===== src/rtl/servo_pwm_pkg.sv =====
`default_nettype none
// ============================================================================
//  Module   : servo_pwm_pkg
//  Purpose  : Shared state encoding and default pulse limits for the servo
//             PWM capture path (limits also used by the PWM generator).
//  Revision : 1.0 - initial release
// ============================================================================
package servo_pwm_pkg;

   // Capture FSM states
   typedef enum logic [1:0] {
      ST_ARM       = 2'd0,
      ST_WAIT_RISE = 2'd1,
      ST_HIGH      = 2'd2,
      ST_LOW       = 2'd3
   } state_e;

   // Default accepted pulse window and loss-of-signal interval, in us
   localparam int DEF_MIN_US     = 500;
   localparam int DEF_MAX_US     = 2500;
   localparam int DEF_TIMEOUT_US = 50000;

endpackage : servo_pwm_pkg
`default_nettype wire


===== src/rtl/servo_pwm_sync.sv =====
`default_nettype none
// ============================================================================
//  Module   : servo_pwm_sync
//  Purpose  : Two-flop synchroniser for the PWM pin followed by an edge
//             register; reports the synchronised level and rise/fall pulses.
//  Revision : 1.0 - initial release
// ============================================================================
module servo_pwm_sync (
   input  logic clk,
   input  logic rst,
   input  logic pin_i,
   output logic level_o,
   output logic rise_o,
   output logic fall_o
);

   logic meta_q;
   logic sync_q;
   logic edge_q;

   // Flops reset to 1 so a pin that is already high at reset release never
   // looks like a fresh rising edge; a low pin shows up as a harmless fall.
   always_ff @(posedge clk) begin
      if (rst) begin
         meta_q <= 1'b1;
         sync_q <= 1'b1;
         edge_q <= 1'b1;
      end else begin
         meta_q <= pin_i;
         sync_q <= meta_q;
         edge_q <= sync_q;
      end
   end

   assign level_o = sync_q;
   assign rise_o  = sync_q & ~edge_q;
   assign fall_o  = ~sync_q & edge_q;

endmodule : servo_pwm_sync
`default_nettype wire


===== src/rtl/servo_pwm_capture.sv =====
`default_nettype none
// ============================================================================
//  Module   : servo_pwm_capture
//  Purpose  : Times servo PWM high pulses and rising-to-rising periods in
//             1 us units, range-checks the width and publishes results with
//             a one-cycle strobe; flags loss of signal.
//  Revision : 1.0 - initial release
// ============================================================================
module servo_pwm_capture
   import servo_pwm_pkg::*;
#(
   parameter int CLKS_PER_US = 100,
   parameter int CNT_W       = 16,
   parameter int MIN_US      = DEF_MIN_US,
   parameter int MAX_US      = DEF_MAX_US,
   parameter int TIMEOUT_US  = DEF_TIMEOUT_US
) (
   input  logic             clk,
   input  logic             rst,
   input  logic             pwm_in_i,
   output logic [CNT_W-1:0] width_us_o,
   output logic [CNT_W-1:0] period_us_o,
   output logic             width_valid_o,
   output logic             range_err_o,
   output logic             signal_lost_o
);

   localparam int               PRE_W      = $clog2(CLKS_PER_US);
   localparam logic [PRE_W-1:0] C_PRE_LAST = PRE_W'(CLKS_PER_US - 1);
   localparam logic [CNT_W-1:0] C_MIN      = CNT_W'(MIN_US);
   localparam logic [CNT_W-1:0] C_MAX      = CNT_W'(MAX_US);
   localparam logic [CNT_W-1:0] C_TIMEOUT  = CNT_W'(TIMEOUT_US);

   logic             w_level;
   logic             w_rise;
   logic             w_fall;
   logic             w_tick;
   logic             w_timeout;

   state_e           state_q;
   logic [PRE_W-1:0] pre_q,    pre_d;
   logic [CNT_W-1:0] us_cnt_q, us_cnt_d;
   logic [CNT_W-1:0] hi_cnt_q;
   logic [CNT_W-1:0] per_pend_q;
   logic             per_pend_vld_q;
   logic             decide_q;
   logic [CNT_W-1:0] width_us_q;
   logic [CNT_W-1:0] period_us_q;
   logic             width_valid_q;
   logic             range_err_q;
   logic             signal_lost_q;

   servo_pwm_sync u_sync (
      .clk     (clk),
      .rst     (rst),
      .pin_i   (pwm_in_i),
      .level_o (w_level),
      .rise_o  (w_rise),
      .fall_o  (w_fall)
   );

   // Free-running prescaler and saturating microsecond counter next-state
   always_comb begin
      w_tick    = (pre_q == C_PRE_LAST);
      pre_d     = w_tick ? '0 : pre_q + PRE_W'(1);
      us_cnt_d  = us_cnt_q;
      if (w_tick && (us_cnt_q != '1)) begin
         us_cnt_d = us_cnt_q + CNT_W'(1);
      end
      w_timeout = (us_cnt_q >= C_TIMEOUT);
   end

   // Capture FSM, counters, width decision and registered outputs
   always_ff @(posedge clk) begin
      if (rst) begin
         state_q        <= ST_ARM;
         pre_q          <= '0;
         us_cnt_q       <= '0;
         hi_cnt_q       <= '0;
         per_pend_q     <= '0;
         per_pend_vld_q <= 1'b0;
         decide_q       <= 1'b0;
         width_us_q     <= '0;
         period_us_q    <= '0;
         width_valid_q  <= 1'b0;
         range_err_q    <= 1'b0;
         signal_lost_q  <= 1'b1;
      end else begin
         pre_q         <= pre_d;
         us_cnt_q      <= us_cnt_d;
         width_valid_q <= 1'b0;
         range_err_q   <= 1'b0;
         decide_q      <= 1'b0;

         // Width decision runs the cycle after the fall was latched
         if (decide_q) begin
            if ((hi_cnt_q >= C_MIN) && (hi_cnt_q <= C_MAX)) begin
               width_us_q    <= hi_cnt_q;
               width_valid_q <= 1'b1;
               signal_lost_q <= 1'b0;
               if (per_pend_vld_q) begin
                  period_us_q <= per_pend_q;
               end
            end else begin
               range_err_q <= 1'b1;
            end
         end

         case (state_q)
            ST_ARM: begin
               pre_q          <= '0;
               us_cnt_q       <= '0;
               per_pend_vld_q <= 1'b0;
               if (!w_level) begin
                  state_q <= ST_WAIT_RISE;
               end
            end
            ST_WAIT_RISE: begin
               if (w_timeout) begin
                  signal_lost_q <= 1'b1;
                  state_q       <= ST_ARM;
               end else if (w_rise) begin
                  pre_q    <= '0;
                  us_cnt_q <= '0;
                  state_q  <= ST_HIGH;
               end
            end
            ST_HIGH: begin
               if (w_timeout) begin
                  signal_lost_q <= 1'b1;
                  state_q       <= ST_ARM;
               end else if (w_fall) begin
                  hi_cnt_q <= us_cnt_q;
                  decide_q <= 1'b1;
                  state_q  <= ST_LOW;
               end
            end
            ST_LOW: begin
               if (w_timeout) begin
                  signal_lost_q <= 1'b1;
                  state_q       <= ST_ARM;
               end else if (w_rise) begin
                  per_pend_q     <= us_cnt_q;
                  per_pend_vld_q <= 1'b1;
                  pre_q          <= '0;
                  us_cnt_q       <= '0;
                  state_q        <= ST_HIGH;
               end
            end
            default: state_q <= ST_ARM;
         endcase
      end
   end

   assign width_us_o    = width_us_q;
   assign period_us_o   = period_us_q;
   assign width_valid_o = width_valid_q;
   assign range_err_o   = range_err_q;
   assign signal_lost_o = signal_lost_q;

endmodule : servo_pwm_capture
`default_nettype wire

===== config.mk =====
export PLATFORM = sky130hd
export DESIGN_NAME = servo_pwm_capture
export DESIGN_NICKNAME = d
export VERILOG_FILES = /design/src/rtl/servo_pwm_pkg.sv /design/src/rtl/servo_pwm_sync.sv /design/src/rtl/servo_pwm_capture.sv
export SDC_FILE = /design/constraint.sdc
export NUM_CORES = 1
export LEC_CHECK = 0
export BUFFER_PORTS_ARGS = -buffer_cell sky130_fd_sc_hd__buf_2
export CAP_MARGIN = 20
export CELL_PAD_IN_SITES_DETAIL_PLACEMENT = 1
export CELL_PAD_IN_SITES_GLOBAL_PLACEMENT = 2
export CORE_AREA = 2 2 110 112
export CTS_CLUSTER_SIZE = 28
export DETAILED_ROUTE_END_ITERATION = 7
export DIE_AREA = 0 0 112 114
export PLACE_DENSITY = 0.8
export REMOVE_ABC_BUFFERS = 1
export SETUP_SLACK_MARGIN = 0.15
export SYNTH_ARGS = -nofsm -noshare
export SYNTH_HDL_FRONTEND = slang
export SYNTH_SLANG_ARGS = --single-unit
export TNS_END_PERCENT = 50

===== constraint.sdc =====
create_clock -name clk -period 2.6 [get_ports clk]
set_clock_uncertainty 0.1 [all_clocks]
set_input_delay 0.26 -clock clk [delete_from_list [all_inputs] [get_ports clk]]
set_output_delay 0.26 -clock clk [all_outputs]
set_load 0.005 [all_outputs]

==> results of run 1 <==
-- final timing paths --
check	start	end	slack [ns]	depth (start not counted)
hold reg to reg	u_sync.meta_q	u_sync.level_o	0.31	1
setup / recovery	pre_q[0]	us_cnt_q[15]	0.41	5
setup reg to reg	pre_q[0]	us_cnt_q[15]	0.41	5
hold / removal	u_sync.meta_q	u_sync.level_o	0.31	1
-- stage by stage --
stage	instances	hold slack [ns]	util [%]	setup WS, ns	total power, W
CTS	656	0.315	40.5	0.412	0.00298
detailed placement	639	0.300	37.7	0.432	0.00157
global route	656	0.334	40.5	0.206	0.00303
finish	656	0.314	40.5	0.414	0.00293
global placement	639	0.295	37.7	0.471	0.00157
floorplan	442	0.229	-	-0.214	0.00155
-- power by group through the flow --
| stage | combinational (W) | clock [W] | sequential (W) |
|---|---|---|---|
| after floorplan | 0.0000220 | 0 | 0.00153 |
| after global placement | 0.0000441 | 0 | 0.00153 |
| after detailed placement | 0.0000447 | 0 | 0.00153 |
| after CTS | 0.0000457 | 0.00144 | 0.00149 |
| after global routing | 0.0000503 | 0.00149 | 0.00149 |
| final | 0.0000452 | 0.00140 | 0.00149 |
-- logic make-up (layout without fill, tap and decap cells) --
family / after synthesis / in the layout
flip-flops: 97 / 97
XOR/XNOR: 4 / 4
adder cells (fa/ha/maj): 4 / 4
AO/OA/AOI/OAI: 116 / 116
AND/OR/NAND/NOR: 185 / 185
multiplexers: 28 / 28
buffers and inverters: 42 / 75
-- timing repair --
action	in CTS	in global routing
resized for setup	0	0
hold buffers	1	0
hold endpoints to repair	1	0
-- area by class of cell --
class | count | area (um2)
fill | 1377 | 6970
multi-input combinational | 337 | 1970
sequential | 97 | 1940
timing repair buffer | 51 | 305
clock buffer | 11 | 253
tap | 147 | 184
clock inverter | 5 | 61.3
inverter | 8 | 30.0
-- cells in the mapped netlist (all sizes together), types with 2 or more instances --
| master | number | area share, % |
|---|---|---|
| o211ai | 2 | 0.37 |
| xor2 | 2 | 0.43 |
| mux2i | 28 | 6.9 |
| dfxtp | 97 | 48 |
| nor2 | 17 | 1.6 |
| and3 | 2 | 0.31 |
| nand4 | 8 | 1.2 |
| o22ai | 2 | 0.46 |
| and2 | 2 | 0.31 |
| xnor2 | 2 | 0.43 |
| buf | 12 | 1.7 |
| o31ai | 7 | 1.3 |
| o21ai | 41 | 5.0 |
| or3 | 3 | 0.46 |
| clkbuf | 22 | 2.1 |
| and4 | 3 | 0.77 |
| ha | 3 | 0.92 |
| nor2b | 2 | 0.31 |
| nor3b | 4 | 0.74 |
| nand3 | 41 | 5.0 |
| inv | 7 | 0.64 |
| a21oi | 50 | 6.1 |
| o21a | 2 | 0.37 |
| nand2 | 72 | 6.6 |
| nor3 | 11 | 1.3 |
| nor4 | 4 | 0.92 |
| or4 | 8 | 1.5 |
| or2 | 3 | 0.46 |
-- per-layer routing --
metal | vias to the layer above | global-route usage [%]
met5 | - | 0
met3 | 14 | 2.71
met1 | 1717 | 22.2
li1 | 1763 | -
met4 | 0 | 7.32
met2 | 36 | 27.6
-- cell usage in the layout (no fill, tap or decap), types with 2 or more instances in the layout --
cell	n
nand4_1	8
a21oi_1	50
nor2b_1	2
o31ai_1	7
nor2_1	17
mux2i_1	28
nand2_1	72
xnor2_1	2
and2_1	2
o22ai_2	2
nor4_1	2
xor2_1	2
clkbuf_8	2
ha_1	3
o21a_1	2
dfxtp_1	97
or4_1	8
or2_2	3
nor3_1	11
o211ai_1	2
and3_1	2
clkbuf_16	9
or3_1	3
and4_4	2
buf_2	37
inv_1	7
buf_4	12
inv_6	2
nand3_1	41
nor4_2	2
nor3b_1	4
o21ai_0	40
-- state kept, by name (all words and copies together), names as in the netlist --
signal and cells:
u_sync.level_o 1, decide_q 1, width_valid_o 1, hi_cnt_q 16, range_err_o 1, u_sync.meta_q 1, signal_lost_o 1, per_pend_q 16
u_sync.edge_q 1, us_cnt_q 16, pre_q 7, per_pend_vld_q 1, period_us_o 16, width_us_o 16, state_q 2
-- critical path, delay by kind of cell (launching register included) --
family | cells | cell delay [ns]
AND/OR/NAND/NOR | 3 | 1.28
flip-flops | 1 | 0.36
adder cells (fa/ha/maj) | 1 | 0.22
AO/OA/AOI/OAI | 1 | 0.15
==> results.env, run 1 <==
PLACE_HPWL_MM=7.24
FINISH.NET_COUNT=510
SYNTH.CELL_AREA_UM2=4080
TIMING.FINAL.MAX_SLEW_VIOLATIONS=0
VIA_COUNT=3530
YS_TYPES=54
SWITCHING_SHARE_PCT=21.5
POST_DRT_WL_PER_CELL_UM=15.9
POST_CTS_SETUP_INSERTS=0
P_CLK_SHARE_PCT=47.6
GRT_PASS1_VIAS=3550
CTS_TREE='done'
NUMBER_OF_BUFFERS_CREATED_BY_CTS=9
CLKSLEWWORSTSETUPHOLDPATHS_NS=0.07
CRITICAL-PATH-MAX-STAGE-DELAY_NS=0.62
FIN_CRIT_SH_PCT=84.1
GRT_FIRST_PASS_WIRELENGTH_MM=17.5
MAX_FREQ_MHz=457
GRT_MAX_DEGREE=62
GATE_POWER_SHARE_PCT=1.5
DRT.ANTENNA.VIOLATING_NETS=0
CTS_MAX_PATH_BUFFERS=2
CLK_ROOT_BUFFER_CELL='clkbuf_16'
FLOORPLAN.ROWS=40
INITIAL_UTILIZATION_PCT=34.8
OUTCOME='finished clean'
YOSYS.AREA_SHARE.ADDER_PCT=1.17
LARGEST_FAMILY_OF_LOGIC_CELLS_BY_SYNTHESIZED_AREA='simple AND/OR/NAND/NOR gates'
HTREE_NUM_LEVELS=3
SYN-MEAN-INSTANCE-AREA_UM2=8.57
CRITICAL_PATH_PEAK_FANOUT=13
DRIVE_GT1_SHARE_PCT=15.3
DRV.MAX_CAP_VIOLATION_COUNT=0
CLK-INSERTION-DELAY-LATE_NS=0.35
FIRST_ITER_VIOLATIONS=192
WORST_EP_REQUIRED_TIME_NS=2.77
SYNTH_SIMPLE_GATE_AREA_SHARE_PCT=22.7
YOSYS_WARNINGS=0
GRT_SETUP_UNREPAIRED='false'
IO-PIN-COUNT=38
CELLINTERNALPOWER_W=0.00230
YS_FF_LATCH=97
SYNTH_COMPOUND_AREA_SHARE_PCT=16.4
GP_CONGESTION=0.815
POST_SYNTH_MUX_AREA_SHARE_PCT=6.87
PORT_BUFFERS=37
DIE-AREA_UM2=12800
FP.DIEW_UM=112
WORST-ENDPOINT-ARRIVAL_NS=2.35
P_LEAK_nW=1.56
DPL_CELL_AREA_UM2=4420
HOLD_CLASS='reg2reg'
HOLD_VIOL_FINAL=0
SYNTH.YOSYS.SEQ_AREA_SHARE_PCT=47.6
SYN_INST=476
SYNTH_TOP_FLOP_CELL='dfxtp_1'
CORE_REGION_AREA_UM2=11700
PATH_CELLS='ha_1, nor2b_1, nand3_1, or4_1, a21oi_1'
OVERFLOW=0
SETUP.WORST_PATH.CLASS='reg2reg'
MET3_LENGTH_UM=227
ANTENNA_FOUND_INITIAL=0
DIE_H_UM=114
ROUTE.TOP_LAYER_USED='met4'
INSERTEDDIODECOUNT=0
ROUTED_VIAS_INST=5.38
FINISH_STAGE_SETUP_VIOLS=0
LAYOUT.CELL_AREA.NON_FILLER_UM2=4740
SYN2LAYOUT_AREA_GROWTH_PCT=16.2
M1WIRELENGTH_MM=5.02
TOTAL_SWITCHING_POWER_W=0.000630
DR.PASS1.ITERS=4
CLOCK-SINKS=97
GRT_UTIL_ALL_LAYERS_PCT=16.9
SLOWEST_STAGE='or4_1'
SEQ_POWER_SHARE_PCT=50.9
FINALWORSTPATHREQUIREDPERIOD_NS=2.19
FINALWIRELENGTH_MM=10.4
DETAILED_ROUTED_WIRE_LENGTH_ON_MET2_MM=4.96
REMAINING_DRC_ERRORS=0
SYNTH_ENABLE_FLOP_CELLS=0
TOTALNEGATIVESETUPSLACK_NS=0
START_KIND='flop'
POWER.DENSITY_nW_PER_UM2=619
SYNTHARSTFLOPSHARE_PCT=0
WORST_SETUP_PATH_END_KIND='flop'
WORST-SLEW-PIN-TRANSITION_NS=1.01
SLEW-LIMIT-HEADROOM_PCT=32.8
PEAKVDDDROP_mV=0.264
SYNTHXORXNORAREAFRAC_PCT=0.859
Power figures use the tool's default switching activity.
==> inputs of run 2 (changes only) <==
--- a/config.mk
+++ b/config.mk
@@ -9,11 +9,11 @@
 export CAP_MARGIN = 20
 export CELL_PAD_IN_SITES_DETAIL_PLACEMENT = 1
 export CELL_PAD_IN_SITES_GLOBAL_PLACEMENT = 2
-export CORE_AREA = 2 2 110 112
+export CORE_AREA = 2 2 116 118
 export CTS_CLUSTER_SIZE = 28
 export DETAILED_ROUTE_END_ITERATION = 7
-export DIE_AREA = 0 0 112 114
-export PLACE_DENSITY = 0.8
+export DIE_AREA = 0 0 118 120
+export PLACE_DENSITY = 0.76
 export REMOVE_ABC_BUFFERS = 1
 export SETUP_SLACK_MARGIN = 0.15
 export SYNTH_ARGS = -nofsm -noshare
==> constraint.sdc (replaced) <==
create_clock -name clk -period 1.8 [get_ports clk]
set_clock_uncertainty 0.1 [all_clocks]
set_input_delay 0.18 -clock clk [delete_from_list [all_inputs] [get_ports clk]]
set_output_delay 0.18 -clock clk [all_outputs]
set_load 0.005 [all_outputs]
==> run 2 against run 1 <==
Against the previous run:
- the flow now finishes with violations (setup timing)
- critical path depth shrank 1
- critical endpoint is now us_cnt_q[14]
- clock power grew 29%
- non-clock buffer count grew 72
- combinational power grew to 2.5 times the previous value
- total power grew 39%
==> results.env, run 2 (synthesized netlist as in run 1, its figures left out) <==
OUTCOME='finished, violations left'
FAILING_CHECKS='setup timing'
TIMING.FINAL.MAX_SLEW_VIOLATIONS=0
GRT_SETUP_UNREPAIRED='true'
MOSTFREQUENTLAYOUTCELL='dfxtp_1'
CLKSLEWWORSTSETUPHOLDPATHS_NS=0.07
DRIVE_GT1_SHARE_PCT=37.9
POST-ROUTE-UTIL_PCT=44.3
FP.DIEW_UM=118
DRT.ANTENNA.VIOLATING_NETS=0
ANTENNA_FOUND_INITIAL=0
HOLD_CLASS='in2reg'
ROUTED_VIAS_INST=5.16
OVERFLOW=0
CLK-INSERTION-DELAY-LATE_NS=0.35
HOLDWS_NS=0.0849
LAYOUT.CELLS.MOST_COMMON_LIST='81 x dfxtp_1, 71 x nand2_1, 68 x buf_4, 38 x buf_2, 37 x nand3_1'
MET2_USAGE_PCT=29.7
CTS_MAX_PATH_BUFFERS=2
P_LEAK_nW=1.97
GLOBALROUTEMET3UTIL_PCT=4.13
SEQ_POWER_SHARE_PCT=52.8
IO-PIN-COUNT=38
POWER.DENSITY_nW_PER_UM2=707
POST_DRT_WL_PER_CELL_UM=16.8
SYN2LAYOUT_AREA_GROWTH_PCT=41.0
HOLD_VIOL_FINAL=0
GRT_MAX_DEGREE=55
FIN_CRIT_SH_PCT=104
DRV.MAX_CAP_VIOLATION_COUNT=0
FIRST_ITER_VIOLATIONS=172
CLK_ROOT_BUFFER_CELL='clkbuf_16'
WORST_EP_REQUIRED_TIME_NS=1.98
FINISH_STAGE_SETUP_VIOLS=4
INITIAL_UTILIZATION_PCT=31.4
REMAINING_DRC_ERRORS=0
CORE_REGION_AREA_UM2=13000
FINISH.NET_COUNT=582
GRT_USE_MET1_PCT=20.9
SWITCHING_SHARE_PCT=23.2
CLOCK-SINKS=97
CTS_TREE='done'
WORST_SETUP_PATH_END_KIND='flop'
DIE-AREA_UM2=14200
FINALWIRELENGTH_MM=12.7
PEAKVDDDROP_mV=0.416
WORST_HOLD_PATH.NUM_CELLS=2
TOTAL_SWITCHING_POWER_W=0.000942
PLACE_HPWL_MM=7.95
GATE_POWER_SHARE_PCT=2.8
FLOORPLAN.ROWS=42
HTREE_NUM_LEVELS=3
GP_CONGESTION=0.819
SETUP.WORST_PATH.CLASS='reg2reg'
WORST-ENDPOINT-ARRIVAL_NS=2.06
NUMBER_OF_BUFFERS_CREATED_BY_CTS=9
GRT_UTIL_ALL_LAYERS_PCT=17.1
VIA_COUNT=3903
SLEW-LIMIT-HEADROOM_PCT=74.3
GRT_FIRST_PASS_WIRELENGTH_MM=19.6
WORST_R2R_PATH_DEPTH=4
P_CLK_SHARE_PCT=44.3
CELLINTERNALPOWER_W=0.00312
START_KIND='flop'
PORT_BUFFERS=37
GRT_PASS1_VIAS=3947
FINALWORSTPATHREQUIREDPERIOD_NS=1.87
FF2FF_SETUP_SLACK_NS=-0.07
WORST-SLEW-PIN-TRANSITION_NS=0.384
FINALWORSTSETUPSLACK_NS=-0.0736
CRITICAL_PATH_PEAK_FANOUT=6
MAX_FREQ_MHz=534
DIE_H_UM=120
DR.PASS1.ITERS=5
ROUTING_LAYER_WITH_THE_TOP_USAGE_IN_GLOBAL_ROUTE='met2'
INSERTEDDIODECOUNT=0
## run 2: path summary, 6_finish.rpt
check                        end          start
setup / recovery    us_cnt_q[14]   us_cnt_q[15]
hold / removal    per_pend_q[12]            rst
hold reg to reg   u_sync.level_o  u_sync.meta_q
setup reg to reg    us_cnt_q[14]   us_cnt_q[15]
## run 2: layer usage
| metal | wire length, um | share of wire, % | vias up |
|---|---|---|---|
| met5 | 0 | 0 | - |
| met4 | 110 | 0.87 | 0 |
| met3 | 306 | 2.4 | 8 |
| met2 | 6600 | 52 | 48 |
| met1 | 5690 | 45 | 1945 |
| li1 | - | - | 1902 |
## run 2: power by group through the flow
stage / Clock, W / Sequential, W / Combinational, W
3_5_place_dp: 0 / 0.00221 / 0.0000776
6_report: 0.00180 / 0.00215 / 0.000114
5_1_grt: 0.00196 / 0.00215 / 0.000123
4_1_cts: 0.00186 / 0.00215 / 0.0000811
2_1_floorplan: 0 / 0.00220 / 0.0000317
3_3_place_gp: 0 / 0.00221 / 0.0000752
## run 2: through the flow
stage	power (W)	worst slack, ns	cells	instance area, um2	setup TNS [ns]
floorplan	0.00224	-1.01	442	3930	-48.01
global placement	0.00228	-0.00772	719	4900	-0.0116
detailed placement	0.00228	-0.0761	719	4900	-0.329
CTS	0.00409	-0.0552	745	5350	-0.0622
global route	0.00423	-0.107	756	5750	-0.690
finish	0.00407	-0.0736	756	5750	-0.177
## run 2: cell type report
cell class,count,area (um2)
sequential,97,1970
tap,176,220
multi-input combinational,337,2290
fill,1533,7230
clock inverter,5,40.0
clock buffer,10,229
timing repair buffer,123,971
inverter,8,30.0
## run 2: what timing repair did
item                       CTS  global route
hold endpoints to repair     1             0
gates resized for setup     33            88
gates cloned                 1             3
pin swaps                   18            28
hold buffers                 1             0
setup endpoints to repair   55            87
buffers inserted             9             8
## run 2: critical path, stage by stage (launching register included)
cell,delay (ns)
dfxtp_4,0.35
and4_4,0.21
a2111o_1,0.50
or4_4,0.51
a21oi_2,0.13
